`src/rtl/wb_mem_port_arbiter.sv`:
```
// Two-master Wishbone arbiter sharing one memory slave port between the instruction
// bus (I) and the data bus (D), with round-robin grant and a per-transfer watchdog.
module wb_mem_port_arbiter #(
   parameter int AW      = 32,
   parameter int DW      = 32,
   parameter int TIMEOUT = 255
) (
   input  logic            clk,
   input  logic            rst_n,
   input  logic [AW-1:0]   mi_adr_i,
   input  logic [DW-1:0]   mi_dat_i,
   input  logic            mi_we_i,
   input  logic            mi_cyc_i,
   input  logic            mi_stb_i,
   input  logic [DW/8-1:0] mi_sel_i,
   output logic [DW-1:0]   mi_dat_o,
   output logic            mi_ack_o,
   output logic            mi_err_o,
   input  logic [AW-1:0]   md_adr_i,
   input  logic [DW-1:0]   md_dat_i,
   input  logic            md_we_i,
   input  logic            md_cyc_i,
   input  logic            md_stb_i,
   input  logic [DW/8-1:0] md_sel_i,
   output logic [DW-1:0]   md_dat_o,
   output logic            md_ack_o,
   output logic            md_err_o,
   output logic [AW-1:0]   s_adr_o,
   output logic [DW-1:0]   s_dat_o,
   output logic            s_we_o,
   output logic [DW/8-1:0] s_sel_o,
   output logic            s_cyc_o,
   output logic            s_stb_o,
   input  logic [DW-1:0]   s_dat_i,
   input  logic            s_ack_i,
   input  logic            s_err_i,
   output logic [1:0]      gnt_o,
   output logic            timeout_o
);

   localparam int WW = (TIMEOUT > 1) ? $clog2(TIMEOUT) : 1;
   localparam logic [WW-1:0] WD_LIMIT = WW'((TIMEOUT > 0) ? TIMEOUT - 1 : 0);

   typedef enum logic [1:0] {IDLE = 2'd0, GNT_I = 2'd1, GNT_D = 2'd2} state_t;

   state_t        state_q, state_d;
   logic          last_d_q, last_d_d;   // 1: the most recent grant went to D
   logic [WW-1:0] wdog_q, wdog_d;
   logic          toflag_q, toflag_d;

   logic sel_i, sel_d, term_en, slv_ack, slv_err, fire;

   always_ff @(posedge clk or negedge rst_n) begin
      if (!rst_n) begin
         state_q  <= IDLE;
         last_d_q <= 1'b0;
         wdog_q   <= '0;
         toflag_q <= 1'b0;
      end else begin
         state_q  <= state_d;
         last_d_q <= last_d_d;
         wdog_q   <= wdog_d;
         toflag_q <= toflag_d;
      end
   end

   always_comb begin
      state_d  = state_q;
      last_d_d = last_d_q;
      case (state_q)
         IDLE: begin
            if (mi_cyc_i && md_cyc_i) begin
               state_d  = last_d_q ? GNT_I : GNT_D;
               last_d_d = ~last_d_q;
            end else if (mi_cyc_i) begin
               state_d  = GNT_I;
               last_d_d = 1'b0;
            end else if (md_cyc_i) begin
               state_d  = GNT_D;
               last_d_d = 1'b1;
            end
         end
         GNT_I:   if (!mi_cyc_i) state_d = IDLE;
         GNT_D:   if (!md_cyc_i) state_d = IDLE;
         default: state_d = IDLE;
      endcase
   end

   always_comb begin
      sel_i   = (state_q == GNT_I);
      sel_d   = (state_q == GNT_D);
      gnt_o   = {sel_d, sel_i};
      s_adr_o = '0;
      s_dat_o = '0;
      s_we_o  = 1'b0;
      s_sel_o = '0;
      s_cyc_o = 1'b0;
      s_stb_o = 1'b0;
      if (sel_i) begin
         s_adr_o = mi_adr_i;
         s_dat_o = mi_dat_i;
         s_we_o  = mi_we_i;
         s_sel_o = mi_sel_i;
         s_cyc_o = mi_cyc_i & ~toflag_q;
         s_stb_o = mi_stb_i & ~toflag_q;
      end else if (sel_d) begin
         s_adr_o = md_adr_i;
         s_dat_o = md_dat_i;
         s_we_o  = md_we_i;
         s_sel_o = md_sel_i;
         s_cyc_o = md_cyc_i & ~toflag_q;
         s_stb_o = md_stb_i & ~toflag_q;
      end
      // After a timeout the slave is considered dead until the master lets go.
      term_en   = (sel_i | sel_d) & ~toflag_q;
      slv_ack   = s_ack_i & term_en;
      slv_err   = s_err_i & term_en;
      fire      = (TIMEOUT != 0) && s_stb_o && !s_ack_i && !s_err_i && (wdog_q == WD_LIMIT);
      timeout_o = fire;
      mi_ack_o  = sel_i & slv_ack;
      mi_err_o  = sel_i & (slv_err | fire);
      mi_dat_o  = sel_i ? s_dat_i : '0;
      md_ack_o  = sel_d & slv_ack;
      md_err_o  = sel_d & (slv_err | fire);
      md_dat_o  = sel_d ? s_dat_i : '0;
   end

   always_comb begin
      wdog_d   = wdog_q;
      toflag_d = toflag_q;
      if (state_q == IDLE) begin
         wdog_d   = '0;
         toflag_d = 1'b0;
      end else if (s_ack_i || s_err_i) begin
         wdog_d = '0;
      end else if (fire) begin
         wdog_d   = '0;
         toflag_d = 1'b1;
      end else if (s_stb_o) begin
         wdog_d = wdog_q + WW'(1);
      end
   end

endmodule

```
`config.mk`:
```
export PLATFORM = sky130hd
export DESIGN_NAME = wb_mem_port_arbiter
export DESIGN_NICKNAME = d
export VERILOG_FILES = /design/src/rtl/wb_mem_port_arbiter.sv
export SDC_FILE = /design/constraint.sdc
export NUM_CORES = 1
export LEC_CHECK = 0
export BUFFER_PORTS_ARGS = -buffer_cell sky130_fd_sc_hd__buf_2
export CORE_AREA = 2 2 123 125
export DETAILED_ROUTE_END_ITERATION = 6
export DIE_AREA = 0 0 125 127
export PLACE_DENSITY = 0.45
export SYNTH_ARGS = -nofsm -noshare
export SYNTH_HDL_FRONTEND = slang
export SYNTH_SLANG_ARGS = --single-unit
```
`constraint.sdc`:
```
create_clock -name clk -period 5.4 [get_ports clk]
set_clock_uncertainty 0.2 [all_clocks]
set_input_delay 0.27 -clock clk [delete_from_list [all_inputs] [get_ports clk]]
set_output_delay 0.27 -clock clk [all_outputs]
set_load 0.05 [all_outputs]
```
==> metrics.json, run 1 <==
{
  "status": {
    "run_status": "completed"
  },
  "grt": {
    "globalRouteMet3Util_pct": 4.19,
    "global_route.overflow_total": 0,
    "globalRouteMet1Util_pct": 19.4,
    "grt_busiest_layer": "met2",
    "grt_antenna_before_repair": 1,
    "grt_use_total_pct": 15.7,
    "grt_max_degree": 96,
    "first_pass_grt_wire_length_um": 19800,
    "vias_in_the_first_global_route": 3332,
    "globalRouteMet2Util_pct": 27.9
  },
  "clocking": {
    "clkLatencyLatePin_ns": 0.24,
    "maximum_clock_insertion_buffer_count": 2,
    "root_driver": "clkbuf_16",
    "tritoncts": "yes",
    "numCtsBuffers": 3,
    "post_cts_resize_count": 0,
    "clk_pin_slew_ns": 0.05,
    "clock_sinks": 12,
    "cts.htree.levels": 1,
    "post-cts-setup-buffer-count": 0
  },
  "detailed_routing": {
    "routed_wl_um": 13800,
    "antenna_violating_nets_post_route": 0,
    "detail_route.drc_violations": 0,
    "routed-via-count": 3507,
    "detailedRoute.firstIterationViolations": 206,
    "route.detailed.wl_per_inst_um": 16.0,
    "via_per_inst": 4.06,
    "detail_route.first_pass.iterations": 4
  },
  "worst_setup_path": {
    "endpoint_kind": "output pin",
    "slowest_stage": "buf_4",
    "critical_path.n_buffers_inverters": 3,
    "timing.critical_path.from_type": "flip-flop",
    "worstPathArrival_ns": 2.85,
    "crit_required_ns": 4.93,
    "timing.setup.critical_path_class": "flip-flop to output pin",
    "worstPathCellList": "inv_1 > ha_4 > buf_4 > nor2b_1 > a22o_1 > buf_2",
    "cp_max_fo": 53,
    "critPathMaxStageDelay_ns": 0.55,
    "critPathTopFamily": "buffers and inverters",
    "reg2reg_setup_slack_ns": 2.65
  },
  "sta": {
    "fin_hold_ws_ns": 0.112,
    "setup_viol_count_final": 0,
    "achievable-frequency_ghz": 0.302,
    "timing.final.hold_violations": 0,
    "worst_pin_slew_ns": 0.784,
    "final.period_utilization_pct": 61.4,
    "final_period_minus_worst_setup_slack_ns": 3.32,
    "timing.final.max_slew_violations": 0,
    "setup_total_negative_slack_ns": 0,
    "unrepaired_setup_endpoints_after_global_routing": "false",
    "slew-limit-headroom_pct": 47.7
  },
  "pwr": {
    "power.ir.vdd_worst_mv": 0.237,
    "power.leakage_uw": 0.00224,
    "power_per_cell_area_nw_per_um2": 597,
    "finalPower_uw": 2400
  },
  "die": {
    "coreArea_sq_um": 14400,
    "pin_count": 320,
    "dieHeight_um": 127,
    "area_of_the_die_sq_um": 15900,
    "starting_density_of_the_core_pct": 15.2,
    "die-width_um": 125,
    "site_row_count": 44
  },
  "yosys": {
    "syn_area_per_cell_sq_um": 5.66,
    "synth_mux_area_share_pct": 0,
    "synth_simple_gate_area_share_pct": 51.0,
    "netlist_area_sq_um": 2190,
    "synth_compound_area_share_pct": 23.6,
    "synth_cell_types": 32,
    "yosys.area_share.xor_xnor_pct": 1.60,
    "ys_seq_area_share_pct": 13.7,
    "synthCells": 386,
    "synth_top_family_by_area": "simple AND/OR/NAND/NOR gates",
    "synth_top_cells_by_area": "nand2_1 24%, and2_1 19%, o21ai_0 16%",
    "post_synth_fa_ha_maj_area_fraction_pct": 2.86,
    "warnings_from_yosys": 0,
    "postSynthRegisterBits": 12,
    "synth_top_area_share_pct": 23.5,
    "synth_fp_nets": 569,
    "synth_area_leader_cell": "nand2_1"
  },
  "final_layout": {
    "layout.cells.most_common": "buf_2",
    "layoutNonFillerInstCount": 864,
    "finish.net_count": 862,
    "fillCellCount": 1718,
    "mostFrequentLayoutCells": "319 x buf_2, 137 x nand2_1, 69 x o21ai_0, 67 x and2_1, 12 x dfrtp_1",
    "share_of_cells_above_drive_strength_1_pct": 48.4,
    "area_growth_pct": 83.9,
    "final_cell_area_sq_um": 4020
  },
  "placement": {
    "placedCellCount": 857,
    "placement.io_buffers": 319,
    "placed_instance_area_sq_um": 3920,
    "place.gp.congestion": 0.847,
    "dpl.hpwl_um": 11400
  },
  "job": {
    "cap_viol_max_count": 0
  },
  "worst_hold_path": {
    "hold_path_class": "input port to flip-flop"
  }
}
==> power by group <==
part / total (uW) / internal [uW] / switching (uW)
Combinational: 2130 / 442 / 1690
Clock: 151 / 112 / 39.1
Sequential: 112 / 101 / 10.9
Total: 2400 / 655 / 1740
==> worst paths after layout <==
path                          endpoint  cells past startpoint  startpoint
hold / removal                last_d_q                      2    mi_cyc_i
setup / recovery           s_adr_o[31]                      6  state_q[0]
setup reg to reg             wdog_q[4]                      6  state_q[1]
min in group asynchronous     last_d_q                      2       rst_n
hold reg to reg               last_d_q                      1    last_d_q
max in group asynchronous    wdog_q[4]                      2       rst_n
==> synth_stat cells (all sizes together) <==
| cell | instances |
|---|---|
| nand4bb | 1 |
| a22oi | 1 |
| a22o | 6 |
| and4 | 2 |
| ha | 5 |
| a31oi | 3 |
| or4 | 1 |
| o2111ai | 1 |
| nand3b | 1 |
| a21oi | 9 |
| o21ai | 69 |
| a21boi | 2 |
| or3 | 2 |
| nor3b | 1 |
| nand2 | 137 |
| nor3 | 2 |
| dfrtp | 12 |
| nor2b | 3 |
| nand4 | 2 |
| inv | 5 |
| a211oi | 1 |
| nor2 | 6 |
| clkbuf | 27 |
| a211o | 1 |
| buf | 7 |
| o31ai | 1 |
| nand3 | 5 |
| and3 | 2 |
| and2 | 67 |
| xnor2 | 4 |
==> area by class of cell <==
class	instances	area [sq um]	share of cell area, %
tap	184	230	5.73
multi-input combinational	335	1750	43.6
sequential	12	300	7.47
antenna	2	5.00	0.125
inverter	5	18.8	0.467
timing repair buffer	322	1620	40.3
clock buffer	4	88.8	2.21
==> state kept, by name, summed over array words and instances (netlist names) <==
register,count
last_d_q,1
toflag_q,1
wdog_q,8
state_q,2
==> timing repair <==
action                                  4_1_cts  5_1_grt
hold buffers                                  1        0
hold endpoints to repair                     12        0
endpoints found under the setup margin        0        0
==> cells by family after synthesis <==
| kind of cell | count (synthesis) |
|---|---|
| buffers and inverters | 39 |
| AO/OA/AOI/OAI | 94 |
| flip-flops | 12 |
| XOR/XNOR | 4 |
| AND/OR/NAND/NOR | 232 |
| adder cells (fa/ha/maj) | 5 |
==> per-stage QoR <==
stage | utilization (%) | setup WS, ns
floorplan | - | 2.51
global placement | 27.1 | 2.35
detailed placement | 27.1 | 2.30
CTS | 27.8 | 2.04
global route | 27.8 | 1.89
finish | 27.9 | 2.08
==> metal layers <==
layer	routed length, um	up-vias
met5	0	-
met4	205	0
met3	1100	12
met2	6900	158
met1	5600	1490
li1	-	1847
Power figures use the tool's default switching activity.
==> inputs of run 2 (changes only) <==
- clock period: 5.4 -> 3.4 ns (I/O delays scaled with it)
==> metrics.json, run 2 (same netlist as run 1, synthesis figures left out) <==
{
  "sta": {
    "setup_total_negative_slack_ns": 0,
    "final_period_minus_worst_setup_slack_ns": 2.68,
    "achievable-frequency_ghz": 0.373,
    "unrepaired_setup_endpoints_after_global_routing": "false",
    "timing.final.hold_violations": 0,
    "fin_hold_ws_ns": 0.0890,
    "slew-limit-headroom_pct": 52.5,
    "timing.final.max_slew_violations": 0,
    "setup_slack_ns": 0.717,
    "setup_viol_count_final": 0,
    "worst_pin_slew_ns": 0.712,
    "final.period_utilization_pct": 78.9
  },
  "final_layout": {
    "share_of_cells_above_drive_strength_1_pct": 48.4,
    "area_growth_pct": 84.6,
    "top_register": "wdog_q",
    "layoutNonFillerInstCount": 868,
    "finish.net_count": 865,
    "layout.cells.most_common": "buf_2",
    "largestRegisters": "wdog_q (8), state_q (2)",
    "largest_reg_flops": 8,
    "mostFrequentLayoutCells": "319 x buf_2, 137 x nand2_1, 69 x o21ai_0, 67 x and2_1, 12 x dfrtp_1"
  },
  "die": {
    "coreArea_sq_um": 14400,
    "starting_density_of_the_core_pct": 15.2,
    "dieHeight_um": 127,
    "die-width_um": 125,
    "site_row_count": 44,
    "area_of_the_die_sq_um": 15900,
    "pin_count": 320
  },
  "placement": {
    "place.gp.congestion": 0.831,
    "placedCellCount": 859,
    "placement.io_buffers": 319,
    "dpl.hpwl_um": 11500,
    "dp_slack_ns": 0.976
  },
  "grt": {
    "vias_in_the_first_global_route": 3212,
    "grt_antenna_before_repair": 5,
    "grt_use_total_pct": 15.3,
    "first_pass_grt_wire_length_um": 19200,
    "global_route.overflow_total": 0,
    "grt_max_degree": 89
  },
  "worst_setup_path": {
    "endpoint_kind": "output pin",
    "r2r_start": "state_q[1]",
    "critPathLaunch": "state_q[1]",
    "worstPathCellList": "inv_1 > ha_4 > buf_4 > a22oi_1 > nor3_1 > buf_2",
    "cp_max_fo": 88,
    "worstPathArrival_ns": 2.31,
    "timing.setup.critical_path_class": "flip-flop to output pin",
    "timing.critical_path.from_type": "flip-flop",
    "slowest_stage": "buf_4",
    "critPathMaxStageDelay_ns": 0.55,
    "crit_required_ns": 3.03
  },
  "clocking": {
    "clk_pin_slew_ns": 0.05,
    "clkLatencyLatePin_ns": 0.24,
    "root_driver": "clkbuf_16",
    "post_cts_resize_count": 0,
    "clock_sinks": 12,
    "maximum_clock_insertion_buffer_count": 2,
    "cts.htree.levels": 1,
    "numCtsBuffers": 3,
    "tritoncts": "yes"
  },
  "pwr": {
    "internal_cell_power_uw": 1020,
    "power.sequential.fraction_pct": 4.7,
    "power.leakage_uw": 0.00225,
    "finalPower_uw": 3770,
    "power_switching_uw": 2760,
    "share_clk_of_total_power_pct": 5.8,
    "power_switching_share_pct": 73.1,
    "combinationalPowerShare_pct": 89.4,
    "power_per_cell_area_nw_per_um2": 935,
    "power.ir.vdd_worst_mv": 0.320
  },
  "detailed_routing": {
    "via_per_inst": 4.04,
    "detail_route.first_pass.iterations": 4,
    "routed_wl_um": 13600,
    "detail_route.drc_violations": 0,
    "detailedRoute.firstIterationViolations": 182,
    "routed-via-count": 3509,
    "antenna_violating_nets_post_route": 0,
    "route.detailed.wl_per_inst_um": 15.7
  },
  "job": {
    "cap_viol_max_count": 0
  },
  "worst_hold_path": {
    "hold_path_startpoint": "md_cyc_i",
    "hold_path_class": "input port to flip-flop"
  },
  "status": {
    "run_status": "completed"
  }
}
[run 2: what timing repair did]
action	in CTS	in global routing
hold buffers	2	0
endpoints found under the hold margin	13	0
setup buffers	0	0
[run 2: through the flow]
step / utilization (%) / area (sq um)
after floorplan: - / 2190
after global placement: 27.2 / 3930
after detailed placement: 27.2 / 3930
after CTS: 27.9 / 4030
after global routing: 27.9 / 4030
final: 28.0 / 4040
[run 2: worst paths after layout]
check                              to  slack [ns]  cells after the start
hold reg to reg              last_d_q        0.33                      1
min in group asynchronous   wdog_q[5]        0.15                      2
max in group asynchronous   wdog_q[1]        2.62                      2
setup / recovery              s_cyc_o        0.72                      6
hold / removal               last_d_q        0.09                      3
setup reg to reg           state_q[1]        1.12                      7
[run 2: power groups by stage]
stage | clock network [uW] | registers [uW] | logic, uW
detailed placement | 0 | 180 | 3390
finish | 220 | 179 | 3380
global route | 235 | 181 | 3570
CTS | 226 | 178 | 3400
global placement | 0 | 180 | 3400
floorplan | 0 | 173 | 2580
[run 2: cell type report]
| cell class | instances | area [sq um] |
|---|---|---|
| Sequential cell | 12 | 300 |
| Multi-Input combinational cell | 335 | 1750 |
| Inverter | 5 | 18.8 |
| Antenna cell | 4 | 10.0 |
| Clock buffer | 3 | 75.1 |
| Fill cell | 1706 | 10400 |
| Timing Repair Buffer | 325 | 1650 |
| Tap cell | 184 | 230 |
[run 2: critical path, delay by kind of cell, from the launching register on]
kind | cells | cell delay (ns)
buffers and inverters | 3 | 0.99
adder cells (fa/ha/maj) | 1 | 0.16
flip-flops | 1 | 0.42
AND/OR/NAND/NOR | 1 | 0.22
AO/OA/AOI/OAI | 1 | 0.26
[run 2: metal layers]
metal	vias to the layer above	share of wire (%)	track usage [%]	wire length (um)
met4	2	0.91	1.76	123
met2	127	51	27.2	6970
li1	1858	-	-	-
met5	-	0.096	0	13
met3	10	9.4	6.16	1270
met1	1512	38	17.9	5210
